### config.mk
export PLATFORM = sky130hd
export DESIGN_NAME = uart_tx_core
export DESIGN_NICKNAME = d
export VERILOG_FILES = /design/src/rtl/uart_pkg.sv /design/src/rtl/uart_sync_fifo.sv /design/src/rtl/uart_tx_core.sv
export SDC_FILE = /design/constraint.sdc
export NUM_CORES = 1
export LEC_CHECK = 0
export ABC_AREA = 1
export BUFFER_PORTS_ARGS = -buffer_cell sky130_fd_sc_hd__buf_2
export CELL_PAD_IN_SITES_DETAIL_PLACEMENT = 0
export CELL_PAD_IN_SITES_GLOBAL_PLACEMENT = 1
export CORE_ASPECT_RATIO = 0.6
export CORE_MARGIN = 2
export CORE_UTILIZATION = 43
export CTS_CLUSTER_DIAMETER = 200
export DETAILED_ROUTE_END_ITERATION = 16
export HOLD_SLACK_MARGIN = 0.05
export PLACE_DENSITY_LB_ADDON = 0.05
export SETUP_SLACK_MARGIN = 0.1
export SLEW_MARGIN = 20
export SYNTH_ARGS = -nofsm -noshare
export SYNTH_HDL_FRONTEND = slang
export SYNTH_HIERARCHICAL = 1
export SYNTH_SLANG_ARGS = --single-unit
export TNS_END_PERCENT = 30
### constraint.sdc
create_clock -name apb_clk_in -period 2.95 [get_ports apb_clk_in]
set_input_delay 0 -clock apb_clk_in [delete_from_list [all_inputs] [get_ports apb_clk_in]]
set_output_delay 0 -clock apb_clk_in [all_outputs]
set_load 0.01 [all_outputs]
### src/rtl/uart_pkg.sv
// Shared types and helpers for the UART transmit path: FSM states,
// line-control encodings and the FIFO occupancy width.
package uart_pkg;

    typedef enum logic [2:0] {
        ST_IDLE,
        ST_START,
        ST_DATA,
        ST_PARITY,
        ST_STOP
    } tx_state_e;

    // Word length relative to DATA_WIDTH: 0..3 = DATA_WIDTH-3..DATA_WIDTH bits
    typedef enum logic [1:0] {
        WLS_MINUS3 = 2'd0,
        WLS_MINUS2 = 2'd1,
        WLS_MINUS1 = 2'd2,
        WLS_FULL   = 2'd3
    } wls_e;

    // Parity mode, encoded as {sp, eps}
    typedef enum logic [1:0] {
        PAR_ODD   = 2'b00,
        PAR_EVEN  = 2'b01,
        PAR_MARK  = 2'b10,
        PAR_SPACE = 2'b11
    } par_mode_e;

    function automatic int level_width(input int depth);
        return $clog2(depth) + 1;
    endfunction

    function automatic logic parity_bit(input par_mode_e mode, input logic data_xor);
        case (mode)
            PAR_ODD:  return ~data_xor;
            PAR_EVEN: return data_xor;
            PAR_MARK: return 1'b1;
            default:  return 1'b0;
        endcase
    endfunction

endpackage

### src/rtl/uart_sync_fifo.sv
// Single-clock FIFO with synchronous clear; push is accepted when full
// only if a pop happens in the same cycle.
module uart_sync_fifo
    import uart_pkg::*;
#(
    parameter int WIDTH = 8,
    parameter int DEPTH = 16
) (
    input  logic                          clk,
    input  logic                          rst,
    input  logic                          clear,
    input  logic                          push,
    input  logic                          pop,
    input  logic [WIDTH-1:0]              wdata,
    output logic [WIDTH-1:0]              rdata,
    output logic                          full,
    output logic                          empty,
    output logic [level_width(DEPTH)-1:0] level
);

    localparam int AW = $clog2(DEPTH);
    localparam int LW = level_width(DEPTH);

    logic [WIDTH-1:0] mem [DEPTH];
    logic [AW-1:0]    wr_ptr;
    logic [AW-1:0]    rd_ptr;
    logic             do_push;
    logic             do_pop;

    // clear wins over a same-cycle push
    assign do_push = push && !clear && (!full || pop);
    assign do_pop  = pop && !empty;

    always_ff @(posedge clk) begin
        if (rst || clear) begin
            wr_ptr <= '0;
            rd_ptr <= '0;
            level  <= '0;
        end else begin
            if (do_push) wr_ptr <= wr_ptr + AW'(1);
            if (do_pop)  rd_ptr <= rd_ptr + AW'(1);
            level <= level + LW'(do_push) - LW'(do_pop);
        end
    end

    always_ff @(posedge clk) begin
        if (do_push) mem[wr_ptr] <= wdata;
    end

    assign rdata = mem[rd_ptr];
    assign full  = (level == LW'(DEPTH));
    assign empty = (level == '0);

endmodule

### src/rtl/uart_tx_core.sv
// UART transmitter: TX FIFO plus oversampled serialiser with parity,
// configurable stop length, break and CTS flow control.
module uart_tx_core
    import uart_pkg::*;
#(
    parameter int DATA_WIDTH = 8,
    parameter int FIFO_DEPTH = 16,
    parameter int OVERSAMPLE = 16
) (
    input  logic                               apb_clk_in,
    input  logic                               apb_rst_in,
    input  logic                               bclk_in,
    input  logic [DATA_WIDTH-1:0]              thr_wdata_in,
    input  logic                               thr_write_in,
    input  logic [1:0]                         wls_in,
    input  logic                               stb_in,
    input  logic                               pen_in,
    input  logic                               eps_in,
    input  logic                               sp_in,
    input  logic                               bc_in,
    input  logic                               fifoen_in,
    input  logic                               txclr_in,
    input  logic                               afe_in,
    input  logic                               cts_in,
    output logic                               uart_txd_out,
    output logic                               thre_out,
    output logic                               temt_out,
    output logic [level_width(FIFO_DEPTH)-1:0] fifo_level_out,
    output logic                               overflow_out
);

    localparam int LW = level_width(FIFO_DEPTH);
    localparam int TW = $clog2(2 * OVERSAMPLE);
    localparam int BW = $clog2(DATA_WIDTH);

    tx_state_e             state_q, state_nxt;
    logic [TW-1:0]         tick_q, tick_nxt;
    logic [BW-1:0]         bit_q, bit_nxt;
    logic [DATA_WIDTH-1:0] shift_q, shift_nxt;

    // Per-character settings captured when the character is popped
    logic [BW-1:0]         last_bit_q;
    logic                  pen_q;
    logic                  par_q;
    logic [TW-1:0]         stop_last_q;

    logic                  txd_q;
    logic                  overflow_q;
    logic                  line_nxt;

    logic [DATA_WIDTH-1:0] fifo_rdata;
    logic                  fifo_full;
    logic                  fifo_empty;
    logic [LW-1:0]         fifo_level;

    logic                  at_cap;
    logic                  flow_ok;
    logic                  tick_last;
    logic                  stop_last;
    logic                  launch;
    logic                  push_ok;
    logic                  overflow_nxt;

    logic [DATA_WIDTH-1:0] char_mask;
    logic                  char_par;
    logic [TW-1:0]         char_stop_last;
    logic [BW-1:0]         char_last_bit;

    assign at_cap    = fifoen_in ? fifo_full : (fifo_level != '0);
    assign flow_ok   = !afe_in || cts_in;
    assign tick_last = (tick_q == TW'(OVERSAMPLE - 1));
    assign stop_last = (tick_q == stop_last_q);

    // The idle decision is also taken at the final stop tick so that queued
    // characters follow with no gap between stop and start.
    assign launch = bclk_in && !fifo_empty && flow_ok &&
                    (state_q == ST_IDLE || (state_q == ST_STOP && stop_last));

    assign push_ok      = thr_write_in && !txclr_in && (!at_cap || launch);
    assign overflow_nxt = thr_write_in && !txclr_in && at_cap && !launch;

    assign char_mask      = {DATA_WIDTH{1'b1}} >> (2'd3 - wls_in);
    assign char_par       = parity_bit(par_mode_e'({sp_in, eps_in}), ^(fifo_rdata & char_mask));
    assign char_last_bit  = BW'(DATA_WIDTH - 4) + BW'(wls_in);
    assign char_stop_last = !stb_in                          ? TW'(OVERSAMPLE - 1) :
                            (wls_e'(wls_in) == WLS_MINUS3)   ? TW'(OVERSAMPLE * 3 / 2 - 1) :
                                                               TW'(2 * OVERSAMPLE - 1);

    uart_sync_fifo #(
        .WIDTH (DATA_WIDTH),
        .DEPTH (FIFO_DEPTH)
    ) u_fifo (
        .clk   (apb_clk_in),
        .rst   (apb_rst_in),
        .clear (txclr_in),
        .push  (push_ok),
        .pop   (launch),
        .wdata (thr_wdata_in),
        .rdata (fifo_rdata),
        .full  (fifo_full),
        .empty (fifo_empty),
        .level (fifo_level)
    );

    always_ff @(posedge apb_clk_in) begin
        if (apb_rst_in) begin
            state_q     <= ST_IDLE;
            tick_q      <= '0;
            bit_q       <= '0;
            shift_q     <= '0;
            last_bit_q  <= '0;
            pen_q       <= 1'b0;
            par_q       <= 1'b0;
            stop_last_q <= TW'(OVERSAMPLE - 1);
            txd_q       <= 1'b1;
            overflow_q  <= 1'b0;
        end else begin
            state_q    <= state_nxt;
            tick_q     <= tick_nxt;
            bit_q      <= bit_nxt;
            shift_q    <= shift_nxt;
            txd_q      <= bc_in ? 1'b0 : line_nxt;
            overflow_q <= overflow_nxt;
            if (launch) begin
                last_bit_q  <= char_last_bit;
                pen_q       <= pen_in;
                par_q       <= char_par;
                stop_last_q <= char_stop_last;
            end
        end
    end

    always_comb begin
        state_nxt = state_q;
        tick_nxt  = tick_q;
        bit_nxt   = bit_q;
        shift_nxt = shift_q;
        if (launch) begin
            state_nxt = ST_START;
            tick_nxt  = '0;
            bit_nxt   = '0;
            shift_nxt = fifo_rdata;
        end else if (bclk_in) begin
            case (state_q)
                ST_START: begin
                    if (tick_last) begin
                        state_nxt = ST_DATA;
                        tick_nxt  = '0;
                    end else begin
                        tick_nxt = tick_q + TW'(1);
                    end
                end
                ST_DATA: begin
                    if (tick_last) begin
                        tick_nxt  = '0;
                        shift_nxt = shift_q >> 1;
                        if (bit_q == last_bit_q) begin
                            state_nxt = pen_q ? ST_PARITY : ST_STOP;
                        end else begin
                            bit_nxt = bit_q + BW'(1);
                        end
                    end else begin
                        tick_nxt = tick_q + TW'(1);
                    end
                end
                ST_PARITY: begin
                    if (tick_last) begin
                        state_nxt = ST_STOP;
                        tick_nxt  = '0;
                    end else begin
                        tick_nxt = tick_q + TW'(1);
                    end
                end
                ST_STOP: begin
                    if (stop_last) begin
                        state_nxt = ST_IDLE;
                        tick_nxt  = '0;
                    end else begin
                        tick_nxt = tick_q + TW'(1);
                    end
                end
                default: state_nxt = ST_IDLE;
            endcase
        end
    end

    // Line level is computed from the next state so the registered output
    // changes on the same edge as the state.
    always_comb begin
        case (state_nxt)
            ST_START:  line_nxt = 1'b0;
            ST_DATA:   line_nxt = shift_nxt[0];
            ST_PARITY: line_nxt = par_q;
            default:   line_nxt = 1'b1;
        endcase
    end

    assign uart_txd_out   = txd_q;
    assign overflow_out   = overflow_q;
    assign fifo_level_out = fifo_level;
    assign thre_out       = fifo_empty;
    assign temt_out       = fifo_empty && (state_q == ST_IDLE);

endmodule

==> summary.md <==
| Metric | Value |
|---|---|
| Placed wire-length estimate | `roughly 14000 um` |
| Adder-cell share of the synthesized area | `0.0270` |
| Count leader, synth | `nand2_1` |
| Setup tns final | `0 ps` |
| Synth Cell Area | `~0.0082 sq mm` |
| Leak pwr | `between 4 and 5 nW` |
| # H-tree levels | `4` |
| Final slew viol count | `0` |
| RSZ-0062 raised after global routing | `yes` |
| Worst Hold Class | `input pin to flip-flop` |
| Residual DRC count | `0` |
| Final Hold Fails | `0` |
| Sequential share of the synthesized area | `0.581` |
| Synth Register Bits | `between 150 and 200` |
| Ys Warns | `6` |
| Post-synth top area share | `0.471` |
| Largest area contributor in the netlist | `edfxtp_1` |
| Syn_area_per_cell | `slightly above 9 sq um` |
| Largest net degree at the start of global routing | `65` |
| Relative slew slack | `0.536` |
| Largest family of logic cells by synthesized area | `simple AND/OR/NAND/NOR gates` |
| Layout area overhead | `18.4%` |
| Port Buf Inserts | `31` |
| CP Max Fanout | `3` |
| IO Pins | `32` |
| Clock Tree Root | `clkbuf_16` |
| Slew @ Worst Pin | `roughly 690 ps` |
| First-pass GRT wire length | `roughly 32000 um` |
| Synth Area in Simple Gates | `0.246` |
| Post-Synthesis Cells | `approximately 900` |
| Finished Core Util | `0.528` |
| DR vias | `6143` |
| Synth area leaders | `edfxtp_1 (47%), nand2_1 (12%), dfxtp_1 (11%), nand3_1 (7.3%), inv_1 (6.9%)` |
| Die Height | `roughly 110 um` |
| Number of global-route vias before repair | `~5700` |
| Initial core utilization | `0.446` |
| Endpoint type of the worst setup path | `flip-flop` |
| Core box area | `roughly 0.018 sq mm` |
| Syn Nets | `around 940` |
| Number of flops mapped to enable cells by yosys | `around 130` |
| WS Path Type | `flip-flop to flip-flop` |
| Period minus WS final | `a little under 3000 ps` |
| Final setup vio count | `0` |
| TritonCTS buffer count | `17` |
| Clk_skew | `between 6 and 7 ps` |
| Row cnt | `38` |
| Final worst-path cycle share | `0.981` |
| WL/cell | `around 17 um` |
| Fillers | `~1700` |
| CTS tree | `built` |
| Antenna violations before repair | `0` |
| Sequential standard cell area | `about 0.0048 sq mm` |
| Longest Clk Path Bufs | `2` |
| Synth Area in Compound Gates | `0.0330` |
| Commonest cells in the netlist | `nand2_1 (252), inv_1 (149), edfxtp_1 (128)` |
| Worst-Skew Late Latency | `430 ps` |
| Final nets | `between 1000 and 1500` |
| Reg clk slew, reported paths | `around 70 ps` |
| Req. time, crit path | `3280 ps` |
| Top_reg_cell synth | `edfxtp_1` |
| Arr. time, crit path | `between 3000 and 4000 ps` |
| Multiplexer share of the synthesized area | `0` |
| Die Wd | `around 180 um` |
| Fmax | `between 0.3 and 0.4 GHz` |
| Share of cells above drive strength 1 | `0.154` |
| Initial drt markers | `between 400 and 500` |
| Multi-input logic area | `approximately 0.0027 sq mm` |
| Synth cell types | `38` |
| Die area | `between 0.02 and 0.025 sq mm` |
| Outcome | `finished, final reports clean` |
| Synth async-reset ratio | `0` |
| Total track usage | `0.213` |
| Power per cell area | `~530 mW/mm^2` |
| Clock Sinks | `approximately 170` |
| Worst setup SP type | `flip-flop` |
| Vias/cell | `4.97` |
| Max cap viols | `0` |
| Final GP Congestion | `around 0.78` |
| First-pass DRT Iterations | `5` |
| DRT Wirelength | `20700 um` |
| Routed Antenna Nets | `0` |
| Xor/xnor share of the synthesized area | `0.0129` |
| Grt ovf | `0` |
| Peak supply drop | `between 0.3 and 0.4 mV` |
-- registers in the layout, summed over array words and instances, names as in the netlist, named ones only --
name           flops
pen_q              1
tick_q             5
shift_q            8
bit_q              3
overflow_out       1
par_q              1
uart_txd_out       1
state_q            3
u_fifo/rd_ptr      4
u_fifo/mem       128
u_fifo/wr_ptr      4
stop_last_q        2
last_bit_q         3
u_fifo/level       5
-- layout make-up --
cell class,instances,share of cell area
Tap cell,240,0.0311
Sequential cell,173,0.492
Clock buffer,17,0.0440
Inverter,157,0.0616
Multi-Input combinational cell,538,0.277
Timing Repair Buffer,97,0.0759
Clock inverter,14,0.0175
Antenna cell,1,0.000259
-- where the power goes --
part           total, mW  internal [mW]  switching (mW)  leakage [nW]
registers           2.63           2.62         0.00772          1.52
logic              0.188         0.0696           0.119          2.33
clock network       2.29           1.33           0.958         0.281
total               5.10           4.02            1.08          4.13
-- critical path: stages (launching register included) --
cell and delay (ps):
dfxtp_2 360, ha_4 140, nand2_1 90, a21oi_2 140, nand3_2 130, nand2_2 110, nand2_2 70, inv_2 60
nor2_1 40, nor2_1 110, inv_1 60, nor2_2 130, nand2_1 90, ha_1 300, inv_2 40, ha_4 160
fa_2 370, nand2_2 80, a21oi_2 60, nor2_2 110, nand2_1 50, nand2_1 60, nor2_1 40
-- stage by stage --
step	cells	area [sq um]	hold WS, ps	total power, mW	worst slack (ps)
final	1237	9660	259	5.10	54.8
after global routing	1236	9660	292	5.27	-136
after CTS	1231	9580	168	5.14	114
after detailed placement	1173	8700	252	2.84	-44.1
after global placement	1173	8700	251	2.83	22.6
after floorplan	899	8190	69.1	2.75	-57.5
-- cells by family after synthesis --
group / Yosys count
AND/OR/NAND/NOR: 461
buffers and inverters: 188
flip-flops: 173
AO/OA/AOI/OAI: 48
adder cells (fa/ha/maj): 17
XOR/XNOR: 12
-- cell usage in the layout (no fill, tap or decap), types with 2 or more instances in the layout --
cell           synthesis  routed
nand4_1               11      11
nor2_1                54      52
clkinv_1               0       2
dfxtp_1               45      40
xnor2_1                6       6
inv_1                149     144
a211oi_1               2       2
buf_2                 13      31
nand2_2                8      11
clkinv_2               1       2
bufinv_16              0       3
nand3_1              119     117
nor2_2                 4       6
inv_6                  0       3
buf_12                 0       2
xor2_1                 6       6
dfxtp_4                0       2
a21oi_1               21      19
a31oi_1                7       7
ha_4                   0       3
ha_1                  16      13
clkinv_4               0       2
a21oi_2                1       3
o21ai_1                4       4
dfxtp_2                0       3
inv_4                  0       2
clkinvlp_4             0       3
nand3_2                1       2
clkbuf_16              0      17
buf_4                  4      41
nand2_1              252     249
nor4_1                 2       2
o21ai_0               10      10
edfxtp_1             128     128
inv_2                  7      10
dlygate4sd3_1          0      23
nand3b_1               4       4
-- layer usage --
metal / GRT usage / wire length [um] / vias to the layer above
met5: 0 / 0 / -
met4: 0.0520 / 181 / 0
met3: 0.0391 / 1230 / 15
met2: 0.288 / 8360 / 167
met1: 0.345 / 10900 / 2897
li1: - / - / 3064
-- worst paths after layout --
check                                  endpoint        from  cells after the start  slack, ps
worst max-delay path            u_fifo/level[4]   tick_q[1]                     22         50
worst min-delay path                      pen_q      cts_in                      7        260
worst max register to register  u_fifo/level[4]   tick_q[1]                     22         50
worst min register to register       shift_q[7]  shift_q[7]                      2        480
-- repair_timing --
item	4_1_cts	5_1_grt
resized for setup	7	10
hold buffers	23	0
setup buffers	4	5
endpoints found under the hold margin	162	0
endpoints found under the setup margin	1	32
pin swaps	7	10
(Power assumes the default switching activity.)
